--- src/rtl/uart_pkg.sv ---
// Shared constants for the UART receive path: FSM encoding and oversampling points.
package uart_pkg;

    localparam int OVERSAMPLE  = 16;
    localparam int MID_SAMPLE  = 7;
    localparam int NB_DATA_DEF = 8;

    typedef logic [2:0] state_t;

    localparam state_t ST_IDLE   = 3'd0;
    localparam state_t ST_START  = 3'd1;
    localparam state_t ST_DATA   = 3'd2;
    localparam state_t ST_PARITY = 3'd3;
    localparam state_t ST_STOP   = 3'd4;

endpackage

--- src/rtl/sync_2ff.sv ---
// Two-flop synchronizer for a single asynchronous input; reset value selectable so
// idle-high lines do not glitch low coming out of reset.
module sync_2ff #(
    parameter logic RST_VAL = 1'b0
) (
    input  logic i_clk,
    input  logic i_reset_n,
    input  logic i_d,
    output logic o_q
);

    logic [1:0] ff_q;

    always_ff @(posedge i_clk or negedge i_reset_n) begin
        if (!i_reset_n) ff_q <= {2{RST_VAL}};
        else            ff_q <= {ff_q[0], i_d};
    end

    assign o_q = ff_q[1];

endmodule

--- src/rtl/uart_rx.sv ---
// 16x-oversampled UART receiver, LSB-first, 1 start / NB_DATA data / SB_TICK-tick stop.
// Define UART_RX_PARITY_EN to add a parity bit before the stop bit and o_parity_err.
module uart_rx
    import uart_pkg::*;
#(
    parameter int NB_DATA     = NB_DATA_DEF,
    parameter int SB_TICK     = 16,
    parameter int NB_TICK_CNT = 5
`ifdef UART_RX_PARITY_EN
   ,parameter bit PARITY_ODD  = 1'b0
`endif
) (
    input  logic               i_clk,
    input  logic               i_reset_n,
    input  logic               i_tick,
    input  logic               i_rx,
    output logic [NB_DATA-1:0] o_data,
    output logic               o_rx_done,
    output logic               o_frame_err
`ifdef UART_RX_PARITY_EN
   ,output logic               o_parity_err
`endif
);

    localparam int NB_BIT = (NB_DATA > 1) ? $clog2(NB_DATA) : 1;

    localparam logic [NB_TICK_CNT-1:0] TICK_MID  = NB_TICK_CNT'(MID_SAMPLE);
    localparam logic [NB_TICK_CNT-1:0] TICK_LAST = NB_TICK_CNT'(OVERSAMPLE - 1);
    localparam logic [NB_TICK_CNT-1:0] TICK_STOP = NB_TICK_CNT'(SB_TICK - 1);
    localparam logic [NB_BIT-1:0]      BIT_LAST  = NB_BIT'(NB_DATA - 1);

`ifdef UART_RX_PARITY_EN
    localparam state_t ST_AFTER_DATA = ST_PARITY;
`else
    localparam state_t ST_AFTER_DATA = ST_STOP;
`endif

    logic                   rx_s;
    state_t                 state_q,    state_d;
    logic [NB_TICK_CNT-1:0] tick_cnt_q, tick_cnt_d;
    logic [NB_BIT-1:0]      bit_cnt_q,  bit_cnt_d;
    logic [NB_DATA-1:0]     shreg_q,    shreg_d;
    logic [NB_DATA-1:0]     data_q,     data_d;
    logic                   done_q,     done_d;
    logic                   ferr_q,     ferr_d;
`ifdef UART_RX_PARITY_EN
    logic                   par_bit_q,  par_bit_d;
    logic                   perr_q,     perr_d;
`endif

    // Idle-high reset keeps a freshly reset receiver from seeing a phantom start bit.
    sync_2ff #(.RST_VAL(1'b1)) u_sync_rx (
        .i_clk     (i_clk),
        .i_reset_n (i_reset_n),
        .i_d       (i_rx),
        .o_q       (rx_s)
    );

    always_ff @(posedge i_clk or negedge i_reset_n) begin
        if (!i_reset_n) begin
            state_q    <= ST_IDLE;
            tick_cnt_q <= '0;
            bit_cnt_q  <= '0;
            shreg_q    <= '0;
            data_q     <= '0;
            done_q     <= 1'b0;
            ferr_q     <= 1'b0;
`ifdef UART_RX_PARITY_EN
            par_bit_q  <= 1'b0;
            perr_q     <= 1'b0;
`endif
        end else begin
            state_q    <= state_d;
            tick_cnt_q <= tick_cnt_d;
            bit_cnt_q  <= bit_cnt_d;
            shreg_q    <= shreg_d;
            data_q     <= data_d;
            done_q     <= done_d;
            ferr_q     <= ferr_d;
`ifdef UART_RX_PARITY_EN
            par_bit_q  <= par_bit_d;
            perr_q     <= perr_d;
`endif
        end
    end

    always_comb begin
        state_d = state_q;
        case (state_q)
            ST_IDLE:  if (!rx_s) state_d = ST_START;
            ST_START: if (i_tick && tick_cnt_q == TICK_MID)
                          state_d = rx_s ? ST_IDLE : ST_DATA;
            ST_DATA:  if (i_tick && tick_cnt_q == TICK_LAST && bit_cnt_q == BIT_LAST)
                          state_d = ST_AFTER_DATA;
`ifdef UART_RX_PARITY_EN
            ST_PARITY: if (i_tick && tick_cnt_q == TICK_LAST) state_d = ST_STOP;
`endif
            ST_STOP:  if (i_tick && tick_cnt_q == TICK_STOP) state_d = ST_IDLE;
            default:  state_d = ST_IDLE;
        endcase
    end

    always_comb begin
        tick_cnt_d = tick_cnt_q;
        bit_cnt_d  = bit_cnt_q;
        shreg_d    = shreg_q;
        data_d     = data_q;
        done_d     = 1'b0;
        ferr_d     = ferr_q;
`ifdef UART_RX_PARITY_EN
        par_bit_d  = par_bit_q;
        perr_d     = perr_q;
`endif
        case (state_q)
            // Start edge is taken on any clock so the mid-bit point is tick-accurate.
            ST_IDLE: tick_cnt_d = '0;
            ST_START: if (i_tick) begin
                if (tick_cnt_q == TICK_MID) begin
                    tick_cnt_d = '0;
                    bit_cnt_d  = '0;
                end else begin
                    tick_cnt_d = tick_cnt_q + 1'b1;
                end
            end
            ST_DATA: if (i_tick) begin
                if (tick_cnt_q == TICK_LAST) begin
                    tick_cnt_d = '0;
                    shreg_d    = {rx_s, shreg_q[NB_DATA-1:1]};
                    if (bit_cnt_q != BIT_LAST) bit_cnt_d = bit_cnt_q + 1'b1;
                end else begin
                    tick_cnt_d = tick_cnt_q + 1'b1;
                end
            end
`ifdef UART_RX_PARITY_EN
            ST_PARITY: if (i_tick) begin
                if (tick_cnt_q == TICK_LAST) begin
                    tick_cnt_d = '0;
                    par_bit_d  = rx_s;
                end else begin
                    tick_cnt_d = tick_cnt_q + 1'b1;
                end
            end
`endif
            ST_STOP: if (i_tick) begin
                if (tick_cnt_q == TICK_STOP) begin
                    tick_cnt_d = '0;
                    data_d     = shreg_q;
                    ferr_d     = ~rx_s;
                    done_d     = 1'b1;
`ifdef UART_RX_PARITY_EN
                    perr_d     = (^shreg_q) ^ par_bit_q ^ PARITY_ODD;
`endif
                end else begin
                    tick_cnt_d = tick_cnt_q + 1'b1;
                end
            end
            default: tick_cnt_d = '0;
        endcase
    end

    assign o_data      = data_q;
    assign o_rx_done   = done_q;
    assign o_frame_err = ferr_q;
`ifdef UART_RX_PARITY_EN
    assign o_parity_err = perr_q;
`endif

endmodule

--- config.mk ---
export PLATFORM = sky130hd
export DESIGN_NAME = uart_rx
export DESIGN_NICKNAME = d
export VERILOG_FILES = /design/src/rtl/uart_pkg.sv /design/src/rtl/sync_2ff.sv /design/src/rtl/uart_rx.sv
export SDC_FILE = /design/constraint.sdc
export NUM_CORES = 1
export LEC_CHECK = 0
export ABC_AREA = 1
export CAP_MARGIN = 20
export CORE_MARGIN = 2
export CORE_UTILIZATION = 37
export DETAILED_ROUTE_END_ITERATION = 10
export PLACE_DENSITY_LB_ADDON = 0.05
export SLEW_MARGIN = 20
export SYNTH_ARGS = -nofsm -noshare
export SYNTH_HDL_FRONTEND = slang
export SYNTH_HIERARCHICAL = 1
export SYNTH_SLANG_ARGS = --single-unit
export TNS_END_PERCENT = 50
--- constraint.sdc ---
create_clock -name i_clk -period 2.5 [get_ports i_clk]
set_input_delay 0.25 -clock i_clk [delete_from_list [all_inputs] [get_ports i_clk]]
set_output_delay 0.25 -clock i_clk [all_outputs]
set_load 0.01 [all_outputs]
Word-level counts from Yosys, hierarchy flattened
Index checks and enable logic that the tools add are counted.
- bits in registers: 31
- latch bits: 0
- memory bits (writable): 0
- bits in read-only memories: 0
- bits of input ports: 4
- output and inout port bits: 10
- memories kept: 0
- add/subtract/negate cells: 2
- multipliers: 0
- divide/modulo/power cells: 0
- magnitude comparators: 0
- equality and inequality tests: 17
- shift-type cells: 0
- multiplexer cells: 20
- bitwise gates (word level): 1
- reductions and logical operators: 11
- operators by type and width (kind ; count):
    $mux W3 ; 9
    $mux W5 ; 4
    $ne A2 B2 Y1 const B ; 9
    $pmux W3 S4 ; 1
    $pmux W5 S2 ; 1
    $eq A3 B3 Y1 const B ; 2
    $pmux W3 S2 ; 1
    $reduce_and A3 Y1 ; 2
    $reduce_and A6 Y1 ; 1
    $add A5 B1 Y5 const B ; 1
    $eq A5 B3 Y1 const B ; 1
    $eq A5 B4 Y1 const B ; 1
    $reduce_and A4 Y1 ; 1
    $add A3 B1 Y3 const B ; 1
    $eq A3 B1 Y1 const B ; 1
    $eq A3 B2 Y1 const B ; 1
    $logic_and A1 B1 Y1 ; 3
    $logic_not A3 Y1 ; 1
    $mux W1 ; 3
    $ne A3 B3 Y1 const B ; 1
    $mux W2 ; 1
    $ne A2 B1 Y1 const B ; 1
    $reduce_and A2 Y1 ; 1
    $reduce_bool A2 Y1 ; 1
    2 further kinds ; 2

Logic depth before layout (Yosys ltp)
- depth in word-level cells: 5
- mapped depth: 9
- gate-level depth less buffers: 9

Hierarchy
Netlist, hierarchy kept.
- modules (own cells, without submodules) (module ; times used ; cells an instance ; area each (sq um) ; seq. area each (sq um)):
    uart_rx ; 1 ; 163 ; 1448.9 ; 725.7
    sync_2ff ; 1 ; 2 ; 52.6 ; 52.6

Least setup slack after synthesis
Ideal clock, no wire load.
- path kind: register to register
- from: register tick_cnt_q[0]
- to: register tick_cnt_q[4]
- library setup time: 0.065 ns
- arrival: 1.295 ns
- required time: 2.435 ns
- slack: 1.140 ns
- stages on the path, launching flop included: 9
- clock period less this slack: 1.360 ns
- path through: dfrtp_1 ha_1 nand2_1 nor2_4 inv_1 ha_1 o21ai_0 nand2_1 nand2_1
- word-level cells in the longest chain between the ends: 4
- ends and longest elaborated chain (element ; RTL line ; text):
    from (decl) ; uart_rx.sv:40 ; logic [NB_TICK_CNT-1:0] tick_cnt_q, tick_cnt_d;
    from (signal assigned) ; uart_rx.sv:74 ; tick_cnt_q <= tick_cnt_d;
    $add A5 B1 Y5, or another cell as far along ; uart_rx.sv:122, uart_rx.sv:131, uart_rx.sv:154 ;
    $mux W5, on equally long branches ; uart_rx.sv:126, uart_rx.sv:145, uart_rx.sv:118 ;
    $mux W5, on equally long branches ; uart_rx.sv:144, uart_rx.sv:117 ;
    $pmux W5 S2 (*) ; uart_rx.sv:114 ; case (state_q)
Every way passes the cells marked *; elsewhere a longest branch is shown, timed or not. The select of a mux whose other input is x is not followed.
A chain may end at the register's enable or synchronous reset.

Final worst setup path
- from: register tick_cnt_q[0]
- to: register data_q[4] (netlist: o_data[4])
- word-level cells in the longest chain between the ends: 2
- ends and longest elaborated chain (element ; RTL line ; text):
    $eq A5 B4 Y1 ; uart_rx.sv:145 ; if (tick_cnt_q == TICK_STOP) begin
    $reduce_and A3 Y1 (no source line) ; - ;
    to (signal assigned) ; uart_rx.sv:77 ; data_q <= data_d;
    to (decl) ; uart_rx.sv:43 ; logic [NB_DATA-1:0] data_q, data_d;
Every way passes these cells.

==> metrics.txt <==
outcome=finished clean; DP Area=approximately 1700 um2; later-pin clock latency in the skew report=~280 ps; worst hold path type=in -> async; Slew @ Worst Pin=around 410 ps; distinct cell type count after synthesis=25; postcts setup bufs=0; Slew Limit Fails=0; FF-to-FF path depth=8; layout cells sized above 1=between 10% and 20%; average via count per standard cell=4.702; DRT antenna net count=0; Final #Nets=approximately 190; final setup fails=0; initial drt markers=74; pre-CTS WS=908.9 ps; clock root cell=clkbuf_8; drt total wl=about 2.7 mm; HPWL after detailed placement=1.892 mm; largest net degree at the start of global routing=32; Post-CTS Resized=0; Max-Slew Margin vs Limit=roughly 73%; fmax=660.0 MHz; cell row count=23; worst r2r src=tick_cnt_q[0]$_DFFE_PN0P_; leak pwr=approximately 0.00096 uW; Yosys reg bits=31; Sequential Area=778.2 um2; clock sink count=31; GRT Overall Usage=13.97%; Max IR drop VDD=0.3549 mV; max-cap violations=0; min cycle time layout=approximately 1500 ps; final hold violation count=0; Fillers=about 370; Power Dens Cells=873.5 nW/um2; DR pass1 iterations=4; clock slew seen by the registers of the worst setup and hold paths=about 70 ps; Final Instance Area=1793 um2; I/O Buffers=13; Hold Buf Count CTS=0; P&R area growth vs syn=19.42%; Placeable Area=approximately 3900 um2; clk buf depth=2; flop2flop setup slack=approximately 980 ps; CTS Buf Count=5; register area share after synthesis=between 50% and 60%; routed len/inst=about 12 um; Clock Skew=approximately 5.5 ps; Min Hold Slack=~360 ps; Worst Setup End Kind=flip-flop; vias in the first global route=approximately 1100; synth warn=6; met1 Track Usage GR=17.61%; routability cong.=~0.85; Syn Inst Count=165; CTS tree=built; multi-input logic area=roughly 610 um2; die area=between 4000 and 5000 um2; RSZ-0062 raised after global routing=no; Synthesized Nets=173; I/O Pins=14; H-Tree Depth=2; global routing's busiest layer=met2; Syn Std Cell Area=about 1500 um2; post-route setup slack=just under 1000 ps; Post-Route Setup TNS=0 ps; crit path max fanout=19; via count=roughly 1100; Synth Area per Inst=~9 um2; Worst EP arrival=roughly 1700 ps; initial antenna violation count=0; Initial Utilization=a little under two fifths; CP Launch Type=flip-flop; GR Util met2=between 20 and 25%; Die W=67.70 um; Setup CP Type=reg -> reg; gr ovfl total=0; met3 GRT Util=about 5.0%; first-pass GRT wire length=about 4.7 mm; Critical R2R Capture=o_data[4]$_DFFE_PN0P_; ant diodes=0; DRC Markers=0; Die Height=between 60 and 70 um; period utilisation layout=60.60%; worst endpoint required time=between 2000 and 3000 ps
synth_stat cells, drive strengths merged:
| master | count | share of area (%) |
|---|---|---|
| inv | 23 | 5.8 |
| nand3b | 1 | 1.3 |
| nor3 | 1 | 0.33 |
| dfstp | 2 | 3.5 |
| buf | 2 | 1.7 |
| dfrtp | 29 | 48 |
| o21ai | 21 | 9.5 |
| nand2 | 54 | 14 |
| xor2 | 1 | 0.58 |
| nor2 | 10 | 4.3 |
| a21o | 1 | 0.50 |
| nand4 | 4 | 1.7 |
| o211ai | 1 | 0.50 |
| clkinv | 1 | 0.33 |
| nand3 | 10 | 4.2 |
| ha | 4 | 3.3 |
cells by family after synthesis:
kind of cell,after synthesis,synth area share [%]
fa+ha+maj,4,3.333
buf+inv,26,7.833
compound gates,23,10.50
flops,31,51.83
simple gates,80,25.92
xor+xnor,1,0.5834
per-stage QoR:
step                      std cells  util [%]  power [uW]
after floorplan                 165         -       915.9
after global placement          227     42.49        1057
after detailed placement        227     42.49        1059
after CTS                       235     45.48        1580
after global routing            235     45.48        1665
final                           235     45.48        1566
sequential cells by signal, summed over array words and instances, names as in the netlist:
| register | cells |
|---|---|
| state_q | 3 |
| tick_cnt_q | 5 |
| u_sync_rx/ff_q | 2 |
| bit_cnt_q | 3 |
| o_rx_done | 1 |
| o_frame_err | 1 |
| o_data | 8 |
| shreg_q | 8 |
final cells by class:
class                      instances  share of cell area [%]
sequential                        31                   43.41
multi-input combinational        108                   33.78
timing repair buffer              14                   7.676
inverter                          24                   5.094
clock buffer                       6                   4.606
tap                               50                   3.489
clock inverter                     2                   1.954
worst max-delay path by stage:
stage                         startpoint                        end  slack [ps]
2_1_floorplan  tick_cnt_q[0]$_DFFE_PN0P_  tick_cnt_q[4]$_DFFE_PN0P_        1140
3_3_place_gp                      i_tick      o_data[1]$_DFFE_PN0P_         920
3_5_place_dp                      i_tick      o_data[4]$_DFFE_PN0P_         910
4_1_cts        tick_cnt_q[0]$_DFFE_PN0P_      o_data[0]$_DFFE_PN0P_         970
5_1_grt        tick_cnt_q[0]$_DFFE_PN0P_   bit_cnt_q[2]$_DFFE_PN0P_         860
6_report       tick_cnt_q[0]$_DFFE_PN0P_      o_data[4]$_DFFE_PN0P_         980
worst max-delay path, stage by stage (launching register included):
cell and delay, ps:
dfrtp_1 400, ha_1 190, nand2_1 100, nor2_4 140
nand3_4 140, clkinv_2 100, nand2_4 150, nand2_1 120
o21ai_2 50
per-layer routing:
metal | wire length [um] | up-vias
met1 | 1344 | 527
li1 | - | 558
met3 | 102 | 4
met5 | 0 | -
met2 | 1268 | 16
met4 | 31 | 0
power breakdown:
group	switching, uW	internal [uW]	total, uW
Clock	194	322	517
Sequential	59.9	569	629
Combinational	252	168	420
cell usage in the layout (no fill, tap or decap), drive strengths merged, types with 2 or more instances in the layout:
master	synthesis	layout
clkbuf	0	6
nand4	4	4
clkinv	1	2
dfstp	2	2
ha	4	4
inv	23	23
dfrtp	29	29
nand3	10	10
o21ai	21	21
clkdlybuf4s50	0	13
nand2	54	54
nor2	10	10
Power figures use the tool's default switching activity.
